### config.mk
export PLATFORM = sky130hd
export DESIGN_NAME = enigma_core
export DESIGN_NICKNAME = d
export VERILOG_FILES = /design/src/rtl/enigma_core.sv
export SDC_FILE = /design/constraint.sdc
export NUM_CORES = 2
export LEC_CHECK = 0
export ABC_CLOCK_PERIOD_IN_PS = 8160
export BUFFER_PORTS_ARGS = -buffer_cell sky130_fd_sc_hd__buf_2
export CAP_MARGIN = 10
export CELL_PAD_IN_SITES_DETAIL_PLACEMENT = 0
export CELL_PAD_IN_SITES_GLOBAL_PLACEMENT = 1
export CORE_MARGIN = 2
export CORE_UTILIZATION = 46
export CTS_BUF_LIST = sky130_fd_sc_hd__clkbuf_8
export DETAILED_ROUTE_END_ITERATION = 10
export PLACE_DENSITY_LB_ADDON = 0.1
export SLEW_MARGIN = 20
export SYNTH_ARGS = -nofsm -noshare
export SYNTH_HDL_FRONTEND = slang
export SYNTH_SLANG_ARGS = --single-unit
### constraint.sdc
create_clock -name clk -period 8.16 [get_ports clk]
set_input_delay 0.408 -clock clk [delete_from_list [all_inputs] [get_ports clk]]
set_output_delay 0.408 -clock clk [all_outputs]
set_load 0.005 [all_outputs]
### src/rtl/enigma_core.sv
// enigma_core: N-rotor rotor cipher. The rotors, the reflector and the return
// path share one substitution datapath that is stepped by a small FSM. Wiring,
// positions and notches can be rewritten at run time while the core is idle.
//
// Ports:
//   clk, reset          clock, synchronous active-high reset
//   valid / ready       character handshake (ready only while idle)
//   din / dout / done   ASCII in, ASCII out (held), one-cycle result pulse
//   cfg_we, cfg_kind    config strobe; kind 0=wiring 1=position 2=notch 3=none
//   cfg_slot            rotor index, NUM_ROTORS selects the reflector (wiring)
//   cfg_addr, cfg_data  wiring input/output letter, or position/notch value
//   pos_out             rotor positions, rotor i in bits [5i+4:5i]
//
// Build option: define ENIGMA_DOUBLE_STEP_EN for historical double stepping of
// the middle rotors; without it the rotors step like a plain odometer.

module enigma_core #(
  parameter int NUM_ROTORS = 3,
  parameter int ALPHA      = 26,
  parameter int SLOT_W     = 4
) (
  input  logic                    clk,
  input  logic                    reset,
  input  logic                    valid,
  output logic                    ready,
  input  logic [7:0]              din,
  output logic [7:0]              dout,
  output logic                    done,
  input  logic                    cfg_we,
  input  logic [1:0]              cfg_kind,
  input  logic [SLOT_W-1:0]       cfg_slot,
  input  logic [4:0]              cfg_addr,
  input  logic [4:0]              cfg_data,
  output logic [5*NUM_ROTORS-1:0] pos_out
);

  localparam int IDX_W = (NUM_ROTORS > 1) ? $clog2(NUM_ROTORS) : 1;
  localparam logic [IDX_W-1:0]  LAST_ROT  = IDX_W'(NUM_ROTORS - 1);
  localparam logic [SLOT_W-1:0] REFL_SLOT = SLOT_W'(NUM_ROTORS);

  typedef enum logic [2:0] {IDLE, FWD, REFL, BWD, OUT} state_t;

  state_t           state_q, state_d;
  logic [IDX_W-1:0] rot_q, rot_d;
  logic [4:0]       x_q, x_d;
  logic [7:0]       char_q, char_d;
  logic             letter_q, letter_d;
  logic [7:0]       dout_q, dout_d;
  logic             done_q, done_d;

  logic [4:0] fwd_q   [NUM_ROTORS][ALPHA];
  logic [4:0] fwd_d   [NUM_ROTORS][ALPHA];
  logic [4:0] inv_q   [NUM_ROTORS][ALPHA];
  logic [4:0] inv_d   [NUM_ROTORS][ALPHA];
  logic [4:0] refl_q  [ALPHA];
  logic [4:0] refl_d  [ALPHA];
  logic [4:0] pos_q   [NUM_ROTORS];
  logic [4:0] pos_d   [NUM_ROTORS];
  logic [4:0] notch_q [NUM_ROTORS];
  logic [4:0] notch_d [NUM_ROTORS];

  logic [NUM_ROTORS-1:0] at_notch;
  logic [NUM_ROTORS-1:0] step;
  logic [IDX_W-1:0]      slot_idx;
  logic [4:0]            rot_pos;

  // Mod-26 helpers: 6-bit intermediate with a single conditional correction.
  function automatic logic [4:0] add26(input logic [4:0] a, input logic [4:0] b);
    logic [5:0] s;
    s = {1'b0, a} + {1'b0, b};
    if (s >= 6'd26) s = s - 6'd26;
    return s[4:0];
  endfunction

  function automatic logic [4:0] sub26(input logic [4:0] a, input logic [4:0] b);
    logic [5:0] s;
    s = {1'b0, a} - {1'b0, b};
    if (a < b) s = s + 6'd26;
    return s[4:0];
  endfunction

  assign ready    = (state_q == IDLE);
  assign dout     = dout_q;
  assign done     = done_q;
  assign slot_idx = cfg_slot[IDX_W-1:0];
  assign rot_pos  = pos_q[rot_q];

  for (genvar g = 0; g < NUM_ROTORS; g++) begin : g_pos
    assign pos_out[5*g +: 5] = pos_q[g];
  end

  // Which rotors advance if a letter is accepted now. A rotor carries into its
  // neighbour only when it steps itself while sitting on its notch; the
  // optional double step lets a middle rotor on its notch kick itself and the
  // next rotor regardless of the carry coming from below.
  always_comb begin
    at_notch = '0;
    step     = '0;
    for (int i = 0; i < NUM_ROTORS; i++) at_notch[i] = (pos_q[i] == notch_q[i]);
    step[0] = 1'b1;
    for (int i = 1; i < NUM_ROTORS; i++) step[i] = step[i-1] & at_notch[i-1];
`ifdef ENIGMA_DOUBLE_STEP_EN
    for (int i = 1; i < NUM_ROTORS - 1; i++) begin
      if (at_notch[i]) begin
        step[i]   = 1'b1;
        step[i+1] = 1'b1;
      end
    end
`endif
  end

  // Next-state logic: config writes and accepts while idle, then one
  // substitution per cycle through rotors, reflector and rotors in reverse.
  always_comb begin
    state_d  = state_q;
    rot_d    = rot_q;
    x_d      = x_q;
    char_d   = char_q;
    letter_d = letter_q;
    dout_d   = dout_q;
    done_d   = 1'b0;
    fwd_d    = fwd_q;
    inv_d    = inv_q;
    refl_d   = refl_q;
    pos_d    = pos_q;
    notch_d  = notch_q;

    case (state_q)
      IDLE: begin
        if (cfg_we) begin
          if (cfg_data <= 5'd25) begin
            case (cfg_kind)
              2'd0: begin
                if (cfg_addr <= 5'd25) begin
                  if (cfg_slot < REFL_SLOT) begin
                    fwd_d[slot_idx][cfg_addr] = cfg_data;
                    inv_d[slot_idx][cfg_data] = cfg_addr;
                  end else if (cfg_slot == REFL_SLOT) begin
                    refl_d[cfg_addr] = cfg_data;
                  end
                end
              end
              2'd1: if (cfg_slot < REFL_SLOT) pos_d[slot_idx] = cfg_data;
              2'd2: if (cfg_slot < REFL_SLOT) notch_d[slot_idx] = cfg_data;
              default: ;
            endcase
          end
        end else if (valid) begin
          char_d  = din;
          rot_d   = '0;
          state_d = FWD;
          // For 'A'..'Z' the low five bits are the letter index plus one.
          if (din >= 8'd65 && din <= 8'd90) begin
            letter_d = 1'b1;
            x_d      = din[4:0] - 5'd1;
            for (int i = 0; i < NUM_ROTORS; i++) begin
              if (step[i]) pos_d[i] = (pos_q[i] == 5'd25) ? 5'd0 : pos_q[i] + 5'd1;
            end
          end else begin
            letter_d = 1'b0;
            x_d      = 5'd0;
          end
        end
      end
      FWD: begin
        x_d = sub26(fwd_q[rot_q][add26(x_q, rot_pos)], rot_pos);
        if (rot_q == LAST_ROT) state_d = REFL;
        else rot_d = rot_q + 1'b1;
      end
      REFL: begin
        x_d     = refl_q[x_q];
        rot_d   = LAST_ROT;
        state_d = BWD;
      end
      BWD: begin
        x_d = sub26(inv_q[rot_q][add26(x_q, rot_pos)], rot_pos);
        if (rot_q == '0) state_d = OUT;
        else rot_d = rot_q - 1'b1;
      end
      OUT: begin
        dout_d  = letter_q ? ({3'b000, x_q} + 8'd65) : char_q;
        done_d  = 1'b1;
        state_d = IDLE;
      end
      default: state_d = IDLE;
    endcase
  end

  // State and table registers; reset restores identity rotors, the x^1
  // reflector, zero positions and notches at 25, abandoning any character.
  always_ff @(posedge clk) begin
    if (reset) begin
      state_q  <= IDLE;
      rot_q    <= '0;
      x_q      <= '0;
      char_q   <= '0;
      letter_q <= 1'b0;
      dout_q   <= '0;
      done_q   <= 1'b0;
      for (int r = 0; r < NUM_ROTORS; r++) begin
        pos_q[r]   <= 5'd0;
        notch_q[r] <= 5'd25;
        for (int a = 0; a < ALPHA; a++) begin
          fwd_q[r][a] <= 5'(a);
          inv_q[r][a] <= 5'(a);
        end
      end
      for (int a = 0; a < ALPHA; a++) refl_q[a] <= 5'(a ^ 1);
    end else begin
      state_q  <= state_d;
      rot_q    <= rot_d;
      x_q      <= x_d;
      char_q   <= char_d;
      letter_q <= letter_d;
      dout_q   <= dout_d;
      done_q   <= done_d;
      fwd_q    <= fwd_d;
      inv_q    <= inv_d;
      refl_q   <= refl_d;
      pos_q    <= pos_d;
      notch_q  <= notch_d;
    end
  end

endmodule

==> results.md <==
- Max_cap viols: 0
- Post-route ant nets: 0
- Clk slew on worst S/H paths: approximately 0.06 ns
- Setup Buffers After CTS: 0
- Via count: 38379
- Area of the core: slightly below 100000 sq um
- Largest cells by area after synthesis: dfxtp_1 (42%), mux2i_1 (12%), a211o_1 (7.8%)
- Post-route clock period utilization: 0.903
- CP startpoint kind: flip-flop
- EDFF count, synth: 0
- H-tree depth: 4
- Final nets: ~5100
- Place WS: just over 0.9 ns
- Mean Syn Cell Area: 8.78 sq um
- Net Count, Synth: 5275
- Main flop type after synthesis: dfxtp_1
- Num ports: 53
- Pre-Repair DR Iteration Count: 6
- Placed wire-length estimate: just over 90 mm
- Commonest non-fill, non-tap cell in the layout: dfxtp_1
- Psw: ~0.0030 W
- Total grt overflow: 0
- Routed vias/inst: around 5.9
- Initial core utilization: 0.465
- Switch share: 0.290
- IR drop worst, VDD: 0.000154 V
- Fin crit period: approximately 7.4 ns
- Leakage: 15.7 nW
- Initial drt markers: 3411
- Wirelength per Cell: roughly 23 microns
- Power share of the clock group: 0.408
- WP data arrival: between 8 and 9 ns
- Slew Viols, Final: 0
- Distinct cells, synth: between 60 and 70
- Clk buf depth: 3
- Max FO, Critical Path: 30
- Die height: 320 microns
- Post-synth top area share: 0.421
- Synth area leader: dfxtp_1
- TritonCTS clock tree: built
- Routability cong.: ~0.86
- Register area: around 19000 sq um
- Status: completed
- Layout cells sized above 1: 0.0997
- RSZ-0062 raised after global routing: false
- CP Cell Sequence: nand2_1 > o22ai_1 > ha_4 > fa_1 > a211oi_1 > o21ba_2 > nor4_1 > o31a_1 > or2_2 > buf_4 > mux4_2 > a31oi_1 > nand3_1 > nand3_1 > ha_1 > nor2b_1 > o21ai_0 > a21boi_0 > o21a_1 > a2111oi_0 > xnor2_1 > mux4_2 > a2bb2oi_1 > nor2_1
- Worst path max stage delay: just over 0.7 ns
- Clock Latency Late Sink: roughly 0.85 ns
- Std cell rows: about 120
- Port buffer count: 52
- Fill cell count: between 9000 and 10000
- Clock skew: between 0.03 and 0.04 ns
- Hold Crit Class: in2reg
- Warnings from Yosys: 0
- Area of the multi-input gates: between 20000 and 25000 sq um
- FF+latch count, synth: approximately 960
- Final Hold Viols: 0
- Sequential-to-total area share from yosys stat: 0.421
- Post-Syn Area: 45800 sq um
- Worst Path Class, Setup: reg2reg
- Worst Max-Slew Pin Slew: between 1 and 1.5 ns
- Rel. slew slack: 0.197
- CTS sink cnt: 963
- Comb power frac: 0.139
- Wirelength, routed: between 100 and 150 mm
- Commonest non-fill, non-tap cells in the layout: dfxtp_1 (959), nor2_1 (569), mux2i_1 (529)
- Final setup margin: ~0.79 ns
- Vias in the first global route: roughly 36000
- Power Density: approximately 210 nW/um^2
- Largest net degree at the start of global routing: 216
- Initial antenna violation count: 3
- Maximum clock frequency: approximately 0.14 GHz
- Seq pwr share: 0.453
- Total Routing Usage GR: 0.284
- Synthesized instance count: approximately 5200
- # resized after CTS: 0
- Die X: about 320 microns
- Die area: between 100000 and 150000 sq um
- Setup TNS: 0 ns
- Endpoints failing setup: 0
- Layout area overhead: 9.02%
- CTS Buf Count: around 170
- P_int: around 0.0074 W
- Clock root buffer: clkbuf_8
- Share of flip-flops with an asynchronous set or reset: 0
- DRC viols: 0
- Slowest stage cell on the critical path: o22ai_1
- Worst Path Required: between 8 and 9 ns
- First-pass GRT wire length: ~230 mm
- Crit end category: flip-flop
==> timing repair <==
action / in CTS / in global routing
endpoints found under the setup margin: 0 / 0
hold endpoints to repair: 14 / 0
hold buffers: 11 / 0
==> per-stage QoR <==
| step | total power, W | hold slack, ns | utilization | cell area [sq um] | cells |
|---|---|---|---|---|---|
| 6_report | 0.0105 | 0.0798 | 0.507 | 49900 | 6479 |
| 4_1_cts | 0.0106 | 0.0568 | 0.506 | 49900 | 6475 |
| 3_5_place_dp | 0.00628 | 0.450 | 0.473 | 46600 | 6175 |
| 5_1_grt | 0.0109 | 0.0821 | 0.506 | 49900 | 6476 |
| 3_3_place_gp | 0.00628 | 0.443 | 0.473 | 46600 | 6175 |
| 2_1_floorplan | 0.00580 | 0.435 | - | 45800 | 5216 |
==> flip-flops by register name, indices dropped and copies added (netlist names) <==
register,flops
fwd_q,390
inv_q,390
refl_q,130
pos_out,15
notch_q,10
char_q,8
dout,8
x_q,5
state_q,3
rot_q,2
done,1
letter_q,1
==> final timing paths <==
path	from	end	slack (ns)	cells after the start
min	reset	inv_q[185]	0.08	2
min reg2reg	inv_q[291]	inv_q[291]	0.46	1
max	rot_q[1]	x_q[4]	0.79	24
max reg2reg	rot_q[1]	x_q[4]	0.79	24
==> cell type report <==
cell class / instances / area share
multi-input combinational: 3781 / 0.496
sequential: 963 / 0.386
clock buffer: 203 / 0.0560
tap: 1287 / 0.0323
timing repair buffer: 122 / 0.0187
clock inverter: 86 / 0.00782
inverter: 33 / 0.00248
antenna: 4 / 0.000200
==> power groups by stage <==
stage               combinational (W)  sequential [W]  clock [W]
global placement              0.00143         0.00485          0
global route                  0.00154         0.00474    0.00460
floorplan                    0.000976         0.00483          0
CTS                           0.00144         0.00475    0.00437
detailed placement            0.00143         0.00485          0
finish                        0.00145         0.00475    0.00428
==> worst max-delay path: cells and delay by family, from the launching register on <==
kind | cells | cell delay [ns]
XOR/XNOR | 1 | 0.14
flip-flops | 1 | 0.57
buffers and inverters | 1 | 0.35
multiplexers | 2 | 1.01
adder cells (fa/ha/maj) | 3 | 0.70
AND/OR/NAND/NOR | 7 | 1.68
AO/OA/AOI/OAI | 10 | 2.84
==> layer usage <==
layer / vias to the layer above / routed length [microns] / global-route usage
met1: 18827 / 70100 / 0.407
met2: 1140 / 66300 / 0.437
li1: 18185 / - / -
met4: 0 / 3690 / 0.0868
met5: - / 0 / 0
met3: 227 / 8730 / 0.0452
==> cells in the mapped netlist (all sizes together) (5+ instances only) <==
master	count
nor2b	402
mux2i	530
o21a	6
and3	11
a311oi	5
nor3	30
nor4	11
o21ai	392
a2111oi	14
clkbuf	351
nand3	25
xnor2	19
nand2b	8
o221ai	7
mux2	5
inv	33
dfxtp	963
a221oi	5
nor3b	9
nand2	480
nor2	656
a211oi	53
mux4	65
a211o	407
or2	6
xor2	14
a21oi	449
o221a	8
o211ai	40
ha	28
nand4	8
buf	88
o22ai	24
==> cell families after synthesis <==
family | share of synthesized area
adders and majority gates | 0.00896
buffers and inverters | 0.0397
DFF | 0.421
muxes | 0.149
and+or+nand+nor | 0.168
AOI/OAI and AO/OA | 0.207
xor gates and xnor gates | 0.00631
Note: power is estimated with default switching activity, not from simulation.
